`config.mk`:
```
export PLATFORM = sky130hd
export DESIGN_NAME = div_8bit_seq
export DESIGN_NICKNAME = d
export VERILOG_FILES = /design/src/rtl/alu_pkg.sv /design/src/rtl/addsub_8bit.sv /design/src/rtl/div_8bit_seq.sv
export SDC_FILE = /design/constraint.sdc
export NUM_CORES = 1
export LEC_CHECK = 0
export ABC_AREA = 0
export ABC_CLOCK_PERIOD_IN_PS = 4600
export BUFFER_PORTS_ARGS = -buffer_cell sky130_fd_sc_hd__buf_4
export CORE_UTILIZATION = 61
export CTS_CLUSTER_DIAMETER = 50
export DETAILED_ROUTE_END_ITERATION = 10
export GPL_TIMING_DRIVEN = 0
export PLACE_DENSITY = 0.84
export SETUP_SLACK_MARGIN = 0.05
export SKIP_CTS_REPAIR_TIMING = 1
export SLEW_MARGIN = 20
export SYNTH_ARGS = -nofsm -noshare
export SYNTH_HDL_FRONTEND = slang
export SYNTH_SLANG_ARGS = --single-unit
```
`constraint.sdc`:
```
create_clock -name clk -period 4.6 [get_ports clk]
set_input_delay 0.46 -clock clk [delete_from_list [all_inputs] [get_ports clk]]
set_output_delay 0.46 -clock clk [all_outputs]
set_load 0.03 [all_outputs]
```
`src/rtl/alu_pkg.sv`:
```
// Shared definitions for the custom ALU blocks: divider FSM states and
// divider constants.
package alu_pkg;

    typedef enum logic [1:0] {
        IDLE = 2'd0,
        CALC = 2'd1,
        DONE = 2'd2
    } div_state_t;

    localparam int          DIV_STEPS  = 8;
    localparam int          DIV_CNT_W  = 4;
    localparam logic [7:0]  DIV_ZERO_Q = 8'hFF;

endpackage

```
`src/rtl/addsub_8bit.sv`:
```
// 8-bit adder/subtractor: Sel=0 gives A+B, Sel=1 gives A-B as A+~B+1.
// Cout is the carry out; in subtract mode Cout=1 means no borrow (A >= B).
module addsub_8bit (
    input  logic [7:0] A,
    input  logic [7:0] B,
    input  logic       Sel,
    output logic [7:0] Y,
    output logic       Cout
);

    logic [8:0] sum_s;

    // Two's-complement add with the select bit as both invert mask and carry-in
    always_comb begin
        sum_s = {1'b0, A} + {1'b0, B ^ {8{Sel}}} + {8'd0, Sel};
        Y     = sum_s[7:0];
        Cout  = sum_s[8];
    end

endmodule

```
`src/rtl/div_8bit_seq.sv`:
```
// Sequential unsigned 8-bit restoring divider built around addsub_8bit.
// One quotient bit per cycle, then a finalize cycle, then a one-cycle done pulse.
module div_8bit_seq
    import alu_pkg::*;
(
    input  logic       clk,
    input  logic       rst_n,
    input  logic       start,
    input  logic [7:0] A,
    input  logic [7:0] B,
    output logic [7:0] Q,
    output logic [7:0] R,
    output logic       busy,
    output logic       done,
    output logic       div_zero
);

    // Counter runs 0..DIV_STEPS-1 for the iterations; DIV_STEPS marks the
    // finalize cycle. A zero divisor jumps straight to it.
    localparam logic [DIV_CNT_W-1:0] LAST_CNT = DIV_CNT_W'(DIV_STEPS);

    div_state_t            state_r;
    div_state_t            state_next_s;
    logic [DIV_CNT_W-1:0]  cnt_r;
    logic [7:0]            dividend_r;
    logic [7:0]            divisor_r;
    logic [7:0]            p_r;
    logic [7:0]            quot_r;
    logic [7:0]            q_r;
    logic [7:0]            r_r;
    logic                  busy_r;
    logic                  done_r;
    logic                  div_zero_r;

    logic [8:0]            t_s;
    logic [7:0]            diff_s;
    logic                  cout_s;
    logic                  qbit_s;
    logic [7:0]            p_step_s;

    addsub_8bit u_sub (
        .A    (t_s[7:0]),
        .B    (divisor_r),
        .Sel  (1'b1),
        .Y    (diff_s),
        .Cout (cout_s)
    );

    // One restoring step: T[8] set means T already exceeds any 8-bit divisor
    always_comb begin
        t_s      = {p_r, dividend_r[7]};
        qbit_s   = t_s[8] | cout_s;
        p_step_s = qbit_s ? diff_s : t_s[7:0];
    end

    // Next-state logic
    always_comb begin
        state_next_s = state_r;
        case (state_r)
            IDLE: begin
                if (start) state_next_s = CALC;
                else       state_next_s = IDLE;
            end
            CALC: begin
                if (cnt_r == LAST_CNT) state_next_s = DONE;
                else                   state_next_s = CALC;
            end
            DONE:    state_next_s = IDLE;
            default: state_next_s = IDLE;
        endcase
    end

    // State register
    always_ff @(posedge clk or negedge rst_n) begin
        if (!rst_n) state_r <= IDLE;
        else        state_r <= state_next_s;
    end

    // Handshake outputs registered from the next state so they align with it
    always_ff @(posedge clk or negedge rst_n) begin
        if (!rst_n) begin
            busy_r <= 1'b0;
            done_r <= 1'b0;
        end else begin
            busy_r <= (state_next_s != IDLE);
            done_r <= (state_next_s == DONE);
        end
    end

    // Datapath: operand capture, shift-subtract iterations, result transfer
    always_ff @(posedge clk or negedge rst_n) begin
        if (!rst_n) begin
            cnt_r      <= '0;
            dividend_r <= 8'd0;
            divisor_r  <= 8'd0;
            p_r        <= 8'd0;
            quot_r     <= 8'd0;
            q_r        <= 8'd0;
            r_r        <= 8'd0;
            div_zero_r <= 1'b0;
        end else begin
            case (state_r)
                IDLE: begin
                    if (start) begin
                        dividend_r <= A;
                        divisor_r  <= B;
                        p_r        <= 8'd0;
                        quot_r     <= 8'd0;
                        div_zero_r <= 1'b0;
                        cnt_r      <= (B == 8'd0) ? LAST_CNT : '0;
                    end
                end
                CALC: begin
                    if (cnt_r == LAST_CNT) begin
                        // A captured zero divisor is the only way divisor_r is 0 here
                        if (divisor_r == 8'd0) begin
                            q_r        <= DIV_ZERO_Q;
                            r_r        <= dividend_r;
                            div_zero_r <= 1'b1;
                        end else begin
                            q_r <= quot_r;
                            r_r <= p_r;
                        end
                    end else begin
                        p_r        <= p_step_s;
                        dividend_r <= {dividend_r[6:0], 1'b0};
                        quot_r     <= {quot_r[6:0], qbit_s};
                        cnt_r      <= cnt_r + {{(DIV_CNT_W-1){1'b0}}, 1'b1};
                    end
                end
                DONE: begin
                    cnt_r <= cnt_r;
                end
                default: begin
                    cnt_r <= '0;
                end
            endcase
        end
    end

    assign Q        = q_r;
    assign R        = r_r;
    assign busy     = busy_r;
    assign done     = done_r;
    assign div_zero = div_zero_r;

endmodule
```
# Word level (Yosys, flattened, before mapping)
# Cells that the tools add are included.
dict set report classes {
  n_addsub 3
  n_mul 0
  div 0
  n_lt_le_gt_ge 0
  eq_ne 8
  shifts 0
  n_mux 22
  bitwise 3
  n_reduce_logical 10
}
# cell count
set ops {}
lappend ops {{$mux 8} 8}
lappend ops {{$pmux 8 s2} 3}
lappend ops {{$logic_not 8->1} 2}
lappend ops {{$mux 4} 3}
lappend ops {{$pmux 4 s3} 1}
lappend ops {{$add 8x8->9} 1}
lappend ops {{$add 9x1->9 const B} 1}
lappend ops {{$ne 2x2->1 const B} 4}
lappend ops {{$not 8->8} 1}
lappend ops {{$reduce_and 3->1} 2}
lappend ops {{$add 4x1->4 const B} 1}
lappend ops {{$eq 2x2->1 const B} 2}
lappend ops {{$eq 4x4->1 const B} 1}
lappend ops {{$mux 1} 4}
lappend ops {{$pmux 2 s2} 1}
lappend ops {{$reduce_and 2->1} 2}
lappend ops {{$reduce_and 4->1} 1}
lappend ops {{$reduce_bool 2->1} 2}
lappend ops {{$eq 2x1->1 const B} 1}
lappend ops {{$logic_not 2->1} 1}
lappend ops {{$mux 2} 1}
lappend ops {{$pmux 1 s2} 1}
lappend ops {{$not 1->1} 1}
lappend ops {{$or 1x1->1} 1}
dict set report totals {
  register_bits 57
  latch_bits 0
  mem_bits_rw 0
  rom_bits 0
  in_bits 19
  output_inout_bits 19
  wordCells 57
  memories 0
}

# Longest topological paths before layout
# Gate-level depths: netlist of run 1.
dict set report depth {
  word_depth 7
  mapped_depth 10
  mapped_depth_nobuf 9
}

# Modules after synthesis
# From an unflattened synthesis of run 1, not the netlist that was laid out.
dict set report unflattened {
  hier_cells 280
  area_unflattened_um2 2919.0
}
# module instances cells_each area_per_inst_um2 seq_area_each_um2
set modules_own_cells {}
lappend modules_own_cells {div_8bit_seq 1 232 2521.2 1426.4}
lappend modules_own_cells {addsub_8bit 1 48 397.9 0.0}

# Least setup slack after synthesis of run 1
# Ideal clock, no wire load.
dict set report synth_timing {
  path_type {reg2reg}
  startpoint {register dividend_r[7]}
  endpoint {register p_r[4]}
  setup_ps 104
  arrival_time_ps 2243
  t_required_ps 4496
  path_slack_ps 2254
  stages_incl_launch_ff 11
  path_buffers 1
  period_less_slack_ps 2346
  path_cell_list {dfrtp_1 > inv_1 > ha_1 > inv_1 > fa_1 > a211oi_2 > nor3_1 > a2111oi_4 > buf_6 > nand3_1 > o311ai_1}
}
dict set report synth_via {
  elab_chain_cells 6
}
# item line
set synth_lines {}
lappend synth_lines {{start: declaration} div_8bit_seq.sv:25} ;# logic [7:0] dividend_r;
lappend synth_lines {{start signal: assignment} div_8bit_seq.sv:126} ;# dividend_r <= {dividend_r[6:0], 1'b0};
lappend synth_lines {{$add 8x8->9 (*)} addsub_8bit.sv:15} ;# sum_s = {1'b0, A} + {1'b0, B ^ {8{Sel}}} + {8'd0, Sel};
lappend synth_lines {{$add 9x1->9 (*)} addsub_8bit.sv:15}
lappend synth_lines {{$or 1x1->1} div_8bit_seq.sv:52} ;# qbit_s = t_s[8] | cout_s;
lappend synth_lines {{$mux 8 (*)} div_8bit_seq.sv:53} ;# p_step_s = qbit_s ? diff_s : t_s[7:0];
lappend synth_lines {{$mux 8 (*)} div_8bit_seq.sv:114} ;# if (cnt_r == LAST_CNT) begin
lappend synth_lines {{$pmux 8 s2 (*)} div_8bit_seq.sv:102} ;# case (state_r)
lappend synth_lines {{end signal: assignment} div_8bit_seq.sv:125} ;# p_r <= p_step_s;
lappend synth_lines {{end: declaration} div_8bit_seq.sv:27} ;# logic [7:0] p_r;
# Every way passes the cells marked *; elsewhere a longest branch is shown, timed or not. The select of a mux whose other input is x is not followed.
# A chain may end at the register's enable or synchronous reset.

# Final worst setup path of run 1
dict set report layout_timing {
  startpoint {register dividend_r[7]}
  endpoint {register p_r[5]}
}
# Same word-level chain as after synthesis.

==> results of run 1 <==
==> area by class of cell <==
cell class	instances	area [um^2]
multi-input combinational	176	1196
sequential	57	1426
clock inverter	4	45.04
tap	50	62.56
clock buffer	11	131.4
inverter	14	52.55
timing repair buffer	37	277.8
fill	293	899.6
buffer	11	52.55
==> flip-flops by register name (all words and copies together) (netlist names) <==
register    cells
Q               8
R               8
dividend_r      8
divisor_r       8
p_r             8
quot_r          8
cnt_r           4
state_r         2
busy            1
div_zero        1
done            1
==> metrics by stage <==
| step | utilization (%) | cell area [um^2] | worst slack (ns) |
|---|---|---|---|
| after floorplan | - | 2728 | 2.254 |
| after detailed placement | 74.03 | 3068 | 1.961 |
| final | 78.29 | 3244 | 1.934 |
| after CTS | 78.29 | 3244 | 1.943 |
| after global placement | 74.03 | 3068 | 1.964 |
| after global routing | 78.29 | 3244 | 1.784 |
==> power by group through the flow <==
stage | logic (mW) | clock network, mW | registers [mW]
floorplan | 0.949 | 0 | 1.03
global placement | 1.39 | 0 | 0.915
detailed placement | 1.42 | 0 | 0.924
CTS | 1.44 | 0.440 | 0.918
global route | 1.60 | 0.464 | 0.957
finish | 1.43 | 0.435 | 0.921
==> cells in the final DEF (no fill, tap or decap), types with 2 or more instances in the layout <==
cell      instances
a22o_1           10
mux2i_1          16
ha_1             10
o21ai_0          13
a21oi_1           3
nand3_1           6
a32oi_1           3
o311ai_1          3
clkbuf_1          8
inv_1            13
nor4_1            4
xor2_1            4
o21ai_1          19
nand2b_1          2
buf_2             3
o22a_1            8
o31ai_1           3
nand2_1          37
nor2b_1           2
xnor2_1           2
clkbuf_8          9
o21a_1            2
dfrtp_1          57
nor2_1           12
buf_4            37
a21o_1            3
clkinv_2          3
==> worst max-delay path by stage <==
stage,start,to,slack (ns)
after floorplan,dividend_r[7]$_DFFE_PN0P_,p_r[4]$_DFFE_PN0P_,2.25
after global placement,dividend_r[7]$_DFFE_PN0P_,p_r[6]$_DFFE_PN0P_,1.96
after detailed placement,dividend_r[7]$_DFFE_PN0P_,p_r[6]$_DFFE_PN0P_,1.96
after CTS,dividend_r[7]$_DFFE_PN0P_,p_r[5]$_DFFE_PN0P_,1.94
after global routing,dividend_r[7]$_DFFE_PN0P_,p_r[4]$_DFFE_PN0P_,1.78
final,dividend_r[7]$_DFFE_PN0P_,p_r[5]$_DFFE_PN0P_,1.93
==> per-layer routing <==
metal  vias up  share of wire (%)  wire, um  GRT usage, %
met3        12                5.2       290         5.099
li1       1021                  -         -             -
met2        61                 47      2614         43.93
met1       981                 46      2575         37.39
met4         0                1.8       102         13.27
met5         -                  0         0             0
==> cell usage after synthesis, types with 6 or more instances <==
cell type and count:
o21ai_0 13, ha_1 10, o22a_1 8, mux2i_1 16, dfrtp_1 57, nor2_1 12
clkbuf_1 6, nand2_1 37, a22o_1 10, inv_1 13, nand3_1 6, o21ai_1 19
==> worst register-to-register path: cells and delay by family (launching register included) <==
family,cells,cell delay [ns]
buffers and inverters,3,0.38
AO/OA/AOI/OAI,4,1.08
AND/OR/NAND/NOR,1,0.14
flip-flops,1,0.40
adder cells (fa/ha/maj),2,0.57
==> cells by family after synthesis <==
kind of cell	synth area share, %
fa+ha+maj	5.321
compound gates	18.95
flops	52.29
buf+inv	3.853
simple gates	11.38
mux	6.284
xor+xnor	1.927
==> results by group, run 1 <==
Status
  – Run status: completed

Floorplan
  – Area of the die: 0.004743 mm^2
  – Area of the core region: between 0.004 and 0.005 mm^2
  – Initial Util: 65.82%
  – Number of primary I/O pins: 38
  – Die Wd: 68.87 um
  – Height of the chip: 68.87 um
  – Count of standard-cell rows: 23

Synth
  – Post-synthesis average cell area: 10.57 um^2
  – Synthesized netlist net count: 288
  – Total number of yosys warnings: 0
  – Number of enable flip-flop cells after synthesis: 0
  – Fraction of the yosys area taken by sequential cells: 52.29%
  – Area of the mapped netlist: 0.002728 mm^2
  – Async SR Flop Fraction: 100.0%
  – Instance count of the mapped netlist: 258
  – Prevailing post-synth register cell: dfrtp_1
  – Top cells by area in the synthesized netlist: dfrtp_1, mux2i_1, nand2_1, ha_1, o21ai_1
  – Cell taking the most area after synthesis: dfrtp_1
  – Number of synthesized register bits: between 50 and 60
  – Count of unique library cells instantiated by Yosys: 41
  – Synth top area share: 52.29%

Route
  – Detail-routed net length per standard cell: 15.51 um
  – Final routed DRC violation total: 0
  – Initial DRT Pass Iterations: 4
  – Via count: 2,075
  – Detailed router's first-iteration violation count: 121
  – Average via count per standard cell: roughly 5.8
  – Post-detailed-routing wire length: 5582 um
  – Post-route ant nets: 0

Clock tree
  – Cell at the root of the clock tree: clkbuf_8
  – Clock latency at the later pin of the worst-skew pair: approximately 0.33 ns
  – Number of clock sinks: 57
  – Clock input transition at the sequential cells of the worst setup and hold paths: 0.06 ns
  – Number of CTS-inserted buffers: 9
  – CTS H-Tree Depth: 3
  – TritonCTS clock tree: done
  – Maximum clock insertion buffer count: 2

Global routing
  – First-pass GRT wire length: between 9000 and 10,000 um
  – Total global routing track utilization: about 28%
  – Antenna violations before repair: 0
  – Global route overflow: 0
  – Maximum number of pins on one net before global-route repair: 58
  – Vias in the first global route: 2,029

Pwr
  – Net Switching: 1.170 mW
  – Fraction of power spent switching nets: roughly two fifths
  – Overall power: 2.787 mW
  – Sequential fraction of design power: between 30 and 40%
  – Max IR drop VDD: between 0.4 and 0.5 mV
  – Power per cell area: around 860 mW/mm^2
  – Cell leakage power: between 1.5 and 2 nW
  – Internal power: 1.618 mW
  – Power share of the clock group: 15.6%
  – Comb pwr share: 51.4%

Critical path
  – Worst setup slack for register-to-register paths: 1.93 ns
  – Worst endpoint required time: 4.83 ns
  – Startpoint type of the worst setup path: flop
  – Max stage delay on crit path: 0.58 ns
  – Bufs and invs on worst path: 3
  – Crit Path Category: flop to flop
  – Critical path fanouts, max: 10
  – Depth of the critical timing path with buffers and inverters included: 10
  – Worst endpoint data arrival time: a little under 3 ns
  – Reg2reg start: dividend_r[7]$_DFFE_PN0P_
  – Number of cell instances on the worst register-to-register path: 10
  – Cell-by-cell trace of the critical path: inv_1 -> ha_1 -> inv_1 -> fa_1 -> a211oi_2 -> nor3_1 -> a2111oi_4 -> buf_6 -> a32oi_1 -> o31ai_1
  – Endpoint of the most critical register-to-register path: p_r[5]$_DFFE_PN0P_
  – Cell repeated most along the worst path: inv_1
  – Critical path endpoint category: flop
  – Worst path slowest cell: a2111oi_4
  – Family with the most delay on the worst path: compound AO/OA/AOI/OAI gates

STA
  – Worst slew margin: a little over half
  – Maximum clock rate: 375.1 MHz
  – Hold Fails Final Rpt: 0
  – Actual transition at the worst max-transition pin: 0.6886 ns
  – Final critical-path share of the clock period: 57.95%
  – Clk_skew: 0.004924 ns
  – Post-route minimum period: 2.666 ns
  – Total Neg Setup Slack: 0 ns
  – Setup violation total in the final timing report: 0
  – Number of pins exceeding their max-slew limit in the final report: 0
  – Worst Hold Margin: around 0.17 ns
  – Unrepaired setup endpoints after global routing: no

Min path
  – Type of the worst min-delay path: input pin to asynchronous set/reset pin

Placement
  – Placed wire-length estimate: 4053 um
  – Number of input and output port buffers inserted: 37
  – Last weighted congestion value of the routability-driven placer: 0.7980
  – Placed cell count: 345

Job
  – Maxcap violations: 0

Final layout
  – Final layout net count: about 340
  – Synthesis-to-layout area growth: 18.94%
  – Post-route non-filler standard cell count: 360
  – Share of cells above drive strength 1: approximately a fifth
  – Antenna cells: 0
Power figures use the tool's default switching activity.
==> inputs of run 2 (changes only) <==
ABC_CLOCK_PERIOD_IN_PS = 2300   (was 4600)
CORE_UTILIZATION = 51   (was 61)
PLACE_DENSITY = 0.75   (was 0.84)
clock period = 2.3 ns   (was 4.6 ns; I/O delays follow)
==> results by group, run 2 (synthesis gave the netlist of run 1 again) <==
Status
  – Run status: complete, but fails checks
  – Failing checks: setup timing

Placement
  – Placed wire-length estimate: 4078 um (+0.60%)
  – Last weighted congestion value of the routability-driven placer: 0.8018 (+0.48%)
  – Pre-CTS setup slack: -0.2192 ns (-2.180 ns)
  – Number of input and output port buffers inserted: 37 (unchanged)
  – DP Area: 0.003093 mm^2 (+0.82%)

STA
  – Total Neg Setup Slack: -0.1551 ns (-0.1551 ns)
  – Unrepaired setup endpoints after global routing: yes
  – Hold Fails Final Rpt: 0 (unchanged)
  – Worst slew margin: 54.54% (+0.45 points)
  – Maximum clock rate: 416.1 MHz (+11%)
  – Final critical-path share of the clock period: 104.5% (+47 points)
  – Post-route minimum period: 2.403 ns (-0.2627 ns)
  – Number of pins exceeding their max-slew limit in the final report: 0 (unchanged)
  – Setup violation total in the final timing report: 4 (+4)
  – Actual transition at the worst max-transition pin: 0.6819 ns (-0.006694 ns)
  – Clk_skew: 0.004978 ns (+0.00005357 ns)
  – Post-route setup slack: -0.1032 ns (-2.037 ns)

Critical path
  – Bufs and invs on worst path: 3 (unchanged)
  – Critical path endpoint category: flop
  – Family with the most delay on the worst path: compound AO/OA/AOI/OAI gates
  – Startpoint type of the worst setup path: flop
  – Worst endpoint required time: 2.50 ns (-2.33 ns)
  – Worst path slowest cell: dfrtp_1
  – Critical path fanouts, max: 7 (-3)
  – Worst endpoint data arrival time: 2.60 ns (-0.30 ns)
  – Max stage delay on crit path: 0.41 ns (-0.17 ns)
  – Cell-by-cell trace of the critical path: inv_2 -> ha_4 -> inv_2 -> fa_2 -> a211oi_4 -> nor3_2 -> a2111oi_4 -> buf_6 -> mux2i_1 -> o21ai_1
  – Crit Path Category: flop to flop
  – Cell repeated most along the worst path: inv_2

Route
  – Via count: 2,136 (+2.9%)
  – Post-route ant nets: 0 (unchanged)
  – Final routed DRC violation total: 0 (unchanged)
  – Detailed router's first-iteration violation count: 139 (+15%)
  – Initial DRT Pass Iterations: 5 (+1)
  – Detail-routed net length per standard cell: 15.07 um (-2.8%)
  – Average via count per standard cell: 5.491 (-4.7%)
  – Post-detailed-routing wire length: 5864 um (+5.1%)

Clock tree
  – Clock latency at the later pin of the worst-skew pair: 0.34 ns (about the same)
  – CTS H-Tree Depth: 3 (unchanged)
  – Number of clock sinks: 57 (unchanged)
  – Maximum clock insertion buffer count: 2 (unchanged)
  – TritonCTS clock tree: done
  – Cell at the root of the clock tree: clkbuf_8
  – Number of CTS-inserted buffers: 9 (unchanged)
  – Clock input transition at the sequential cells of the worst setup and hold paths: 0.06 ns (about the same)

Final layout
  – Synthesis-to-layout area growth: 25.41%
  – Area of all placed cells without fillers: 0.003421 mm^2 (+5.4%)
  – Antenna cells: 0 (unchanged)
  – Most frequent cells in the layout: dfrtp_1, buf_4, nand2_1, o21ai_1, mux2i_1
  – Final layout net count: 344 (+2.4%)
  – Share of cells above drive strength 1: 23.51% (+4.8 points)
  – Commonest non-fill, non-tap cell in the layout: dfrtp_1

Floorplan
  – Number of primary I/O pins: 38 (unchanged)
  – Count of standard-cell rows: 26 (+13%)
  – Initial Util: 53.07% (-13 points)
  – Height of the chip: 75.13 um (+9.1%)
  – Area of the core region: 0.005140 mm^2 (+24%)
  – Area of the die: 0.005645 mm^2 (+19%)
  – Die Wd: 75.13 um (+9.1%)

Pwr
  – Sequential fraction of design power: 30.8% (-2.2 points)
  – Max IR drop VDD: 0.7763 mV (+89%)
  – Net Switching: 2.504 mW (+110%)
  – Fraction of power spent switching nets: 41.48% (-0.49 points)
  – Comb pwr share: 54.1% (+2.7 points)
  – Power share of the clock group: 15.1% (-0.5 points)
  – Internal power: 3.533 mW (+120%)
  – Power per cell area: 1765 mW/mm^2 (+110%)
  – Cell leakage power: 1.626 nW (+3.9%)

Job
  – Maxcap violations: 0 (unchanged)

Global routing
  – Global route overflow: 0 (unchanged)
  – Maximum number of pins on one net before global-route repair: 58 (unchanged)
  – First-pass GRT wire length: 9618 um (+1.5%)
  – Antenna violations before repair: 0 (unchanged)
  – Total global routing track utilization: 23.40% (-4.6 points)
  – Vias in the first global route: 2,053 (+1.2%)

Min path
  – Type of the worst min-delay path: input pin to flop
-- run 2: path summary, 6_finish.rpt --
path	from	end	slack, ns	depth (start not counted)
max	dividend_r[7]$_DFFE_PN0P_	p_r[1]$_DFFE_PN0P_	-0.10	10
min	B[3]	divisor_r[3]$_DFFE_PN0P_	0.11	3
max reg2reg	dividend_r[7]$_DFFE_PN0P_	p_r[1]$_DFFE_PN0P_	-0.10	10
min reg2reg	R[3]$_DFFE_PN0P_	R[3]$_DFFE_PN0P_	0.48	2
max in group asynchronous	rst_n	divisor_r[7]$_DFFE_PN0P_	1.37	2
min in group asynchronous	rst_n	Q[3]$_DFFE_PN0P_	0.48	2
-- run 2: tightest hold or removal path, stage by stage --
cell and delay, ns:
buf_4 0.08, nand2_1 0.04, o21ai_1 0.06
-- run 2: power groups by stage --
stage          combinational, mW  clock (mW)  sequential (mW)
6_report                    3.27       0.912             1.86
5_1_grt                     3.59       0.980             1.92
4_1_cts                     2.89       0.928             1.84
3_5_place_dp                2.85           0             1.86
3_3_place_gp                2.79           0             1.83
2_1_floorplan               1.90           0             2.06
-- run 2: per-layer routing --
| metal | vias to the layer above | wire (um) | GRT usage (%) |
|---|---|---|---|
| met5 | - | 0 | 0 |
| met4 | 0 | 110 | 7.407 |
| li1 | 1034 | - | - |
| met3 | 10 | 279 | 7.363 |
| met2 | 49 | 2815 | 38.44 |
| met1 | 1043 | 2658 | 29.71 |
-- run 2: stage by stage --
step	power (mW)	hold slack (ns)	instances	util, %
global route	6.489	0.1075	389	66.55
floorplan	3.962	-0.06559	258	-
finish	6.037	0.1103	389	66.55
detailed placement	4.710	0.3200	365	60.18
global placement	4.618	0.3187	365	60.18
CTS	5.656	-0.04179	381	63.85
-- run 2: layout make-up --
| class | count | area (um^2) |
|---|---|---|
| buffer | 11 | 57.56 |
| clock buffer | 13 | 148.9 |
| clock inverter | 3 | 40.04 |
| fill | 403 | 1719 |
| inverter | 14 | 52.55 |
| multi-input combinational | 176 | 1246 |
| sequential | 57 | 1426 |
| tap | 70 | 87.58 |
| timing repair buffer | 45 | 361.6 |
==> inputs of run 3 (changes only) <==
SETUP_SLACK_MARGIN = 0.2   (was 0.05)
==> results by group, run 3 (synthesis gave the netlist of run 1 again) <==
Placement
  – Placed wire-length estimate: 4086 um (+0.21%)
  – Number of input and output port buffers inserted: 37 (unchanged)
  – Last weighted congestion value of the routability-driven placer: 0.7822 (-2.4%)
  – Placed cell count: 365 (unchanged)

Critical path
  – Reg2reg start: dividend_r[7]$_DFFE_PN0P_
  – Critical path fanouts, max: 7 (unchanged)
  – Number of cell instances on the worst register-to-register path: 11 (+1)
  – Startpoint type of the worst setup path: flop
  – Endpoint of the most critical register-to-register path: p_r[0]$_DFFE_PN0P_
  – Critical path endpoint category: flop
  – Worst endpoint data arrival time: 2.53 ns (-0.07 ns)
  – Crit Path Category: flop to flop
  – Worst endpoint required time: 2.53 ns (+0.03 ns)
  – Worst setup slack for register-to-register paths: -0.000003 ns (+0.10 ns)
  – End point of the critical path: p_r[0]$_DFFE_PN0P_
  – Critical path launch point: dividend_r[7]$_DFFE_PN0P_

Final layout
  – Most frequent cells in the layout: dfrtp_1, buf_4, nand2_1, o21ai_1, mux2i_1
  – Post-route non-filler standard cell count: 383 (-1.5%)
  – Commonest non-fill, non-tap cell in the layout: dfrtp_1
  – Antenna cells: 0 (unchanged)
  – Share of cells above drive strength 1: 21.41% (-2.1 points)
  – Final layout net count: 340 (-1.2%)
  – Synthesis-to-layout area growth: 21.65%

Floorplan
  – Die Wd: 75.13 um (unchanged)
  – Area of the core region: 0.005140 mm^2 (unchanged)
  – Number of primary I/O pins: 38 (unchanged)
  – Height of the chip: 75.13 um (unchanged)
  – Initial Util: 53.07% (unchanged)
  – Count of standard-cell rows: 26 (unchanged)
  – Area of the die: 0.005645 mm^2 (unchanged)

STA
  – Actual transition at the worst max-transition pin: 0.6929 ns (+0.01098 ns)
  – Number of pins exceeding their max-slew limit in the final report: 0 (unchanged)
  – Post-route setup slack: -0.000003109 ns (+0.1032 ns)
  – Maximum clock rate: 434.8 MHz (+4.5%)
  – Worst Hold Margin: -0.05358 ns (-0.1639 ns)
  – Hold Fails Final Rpt: 57 (+57)
  – Unrepaired setup endpoints after global routing: yes
  – Clk_skew: 0.006646 ns (+0.001669 ns)
  – Total Neg Setup Slack: -0.000003109 ns (+0.1551 ns)
  – Worst slew margin: 53.81% (-0.73 points)
  – Setup violation total in the final timing report: 1 (-3)
  – Post-route minimum period: 2.300 ns (-0.1032 ns)
  – Final critical-path share of the clock period: 100.0% (-4.5 points)

Global routing
  – Antenna violations before repair: 0 (unchanged)
  – First-pass GRT wire length: 9170 um (-4.7%)
  – Total global routing track utilization: 22.54% (-0.86 points)
  – Vias in the first global route: 1,943 (-5.4%)
  – Global route overflow: 0 (unchanged)
  – Maximum number of pins on one net before global-route repair: 58 (unchanged)

Clock tree
  – Clock latency at the later pin of the worst-skew pair: 0.33 ns (about the same)
  – Clock input transition at the sequential cells of the worst setup and hold paths: 0.06 ns (about the same)
  – Number of clock sinks: 57 (unchanged)
  – Cell at the root of the clock tree: clkbuf_8
  – Number of CTS-inserted buffers: 9 (unchanged)
  – TritonCTS clock tree: done
  – CTS H-Tree Depth: 3 (unchanged)
  – Maximum clock insertion buffer count: 2 (unchanged)

Route
  – Initial DRT Pass Iterations: 4 (-1)
  – Post-detailed-routing wire length: 5639 um (-3.8%)
  – Detailed router's first-iteration violation count: 93 (-33%)
  – Average via count per standard cell: 5.475 (-0.29%)
  – Final routed DRC violation total: 0 (unchanged)
  – Post-route ant nets: 0 (unchanged)
  – Detail-routed net length per standard cell: 14.72 um (-2.3%)
  – Via count: 2,097 (-1.8%)

Pwr
  – Cell leakage power: 1.578 nW (-2.9%)
  – Power share of the clock group: 12.8% (-2.3 points)
  – Power per cell area: 1728 mW/mm^2 (-2.1%)
  – Sequential fraction of design power: 32.3% (+1.5 points)
  – Overall power: 5.734 mW (-5.0%)
  – Internal power: 3.271 mW (-7.4%)
  – Net Switching: 2.463 mW (-1.6%)
  – Max IR drop VDD: 0.7023 mV (-9.5%)
  – Comb pwr share: 54.9% (+0.8 points)
  – Fraction of power spent switching nets: 42.96% (+1.5 points)

Status
  – Failing checks: hold timing, setup timing
  – Run status: complete, but fails checks

Min path
  – Type of the worst min-delay path: input pin to asynchronous set/reset pin

Job
  – Maxcap violations: 0 (unchanged)
==> run 3: per-layer routing <==
layer  vias up  global-route usage [%]  part of all wire (%)
met5         -                       0                     0
met4         0                   10.29                   1.8
met3        11                   4.284                   3.6
met2        53                   34.93                    47
met1      1000                   30.93                    48
li1       1033                       -                     -
==> run 3: worst max-delay path, cell delays in order, from the launching register on <==
cell and delay (ns):
dfrtp_1 0.42, inv_2 0.10, ha_4 0.14, inv_2 0.03
fa_2 0.36, a211oi_4 0.30, nor3_4 0.07, a2111oi_4 0.29
buf_6 0.18, buf_4 0.14, nand3_1 0.08, o311ai_1 0.09
==> run 3: area by class of cell <==
| cell class | count | area (um^2) |
|---|---|---|
| fillers | 432 | 1822 |
| well taps | 70 | 87.58 |
| multi-input cells | 176 | 1242 |
| repair buffers | 41 | 311.5 |
| clock buffers | 13 | 138.9 |
| flip-flops and latches | 57 | 1426 |
| inverters | 14 | 52.55 |
| plain buffers | 11 | 53.80 |
| clock inverters | 1 | 5.005 |
==> run 3: power groups by stage <==
stage / clock network, mW / registers (mW) / logic, mW
CTS: 0.747 / 1.84 / 2.92
detailed placement: 0 / 1.86 / 2.90
finish: 0.736 / 1.85 / 3.15
floorplan: 0 / 2.06 / 1.92
global route: 0.795 / 1.91 / 3.49
global placement: 0 / 1.83 / 2.80
==> run 3: through the flow <==
| stage | utilization [%] | instance area [um^2] | worst slack, ns |
|---|---|---|---|
| floorplan | - | 2735 | 0.1906 |
| global placement | 60.32 | 3100 | -0.05044 |
| detailed placement | 60.32 | 3100 | -0.06881 |
| CTS | 63.12 | 3244 | -0.1099 |
| global route | 64.56 | 3318 | -0.1220 |
| finish | 64.56 | 3318 | -0.000003109 |
==> run 3: worst min path at each step <==
stage | endpoint | slack [ns] | cells after the start
floorplan | Q[0]$_DFFE_PN0P_ | -0.07 | 0
global placement | Q[5]$_DFFE_PN0P_ | 0.32 | 1
detailed placement | Q[4]$_DFFE_PN0P_ | 0.32 | 1
CTS | Q[4]$_DFFE_PN0P_ | -0.03 | 1
global route | Q[4]$_DFFE_PN0P_ | 0.003 | 1
finish | Q[6]$_DFFE_PN0P_ | -0.05 | 1
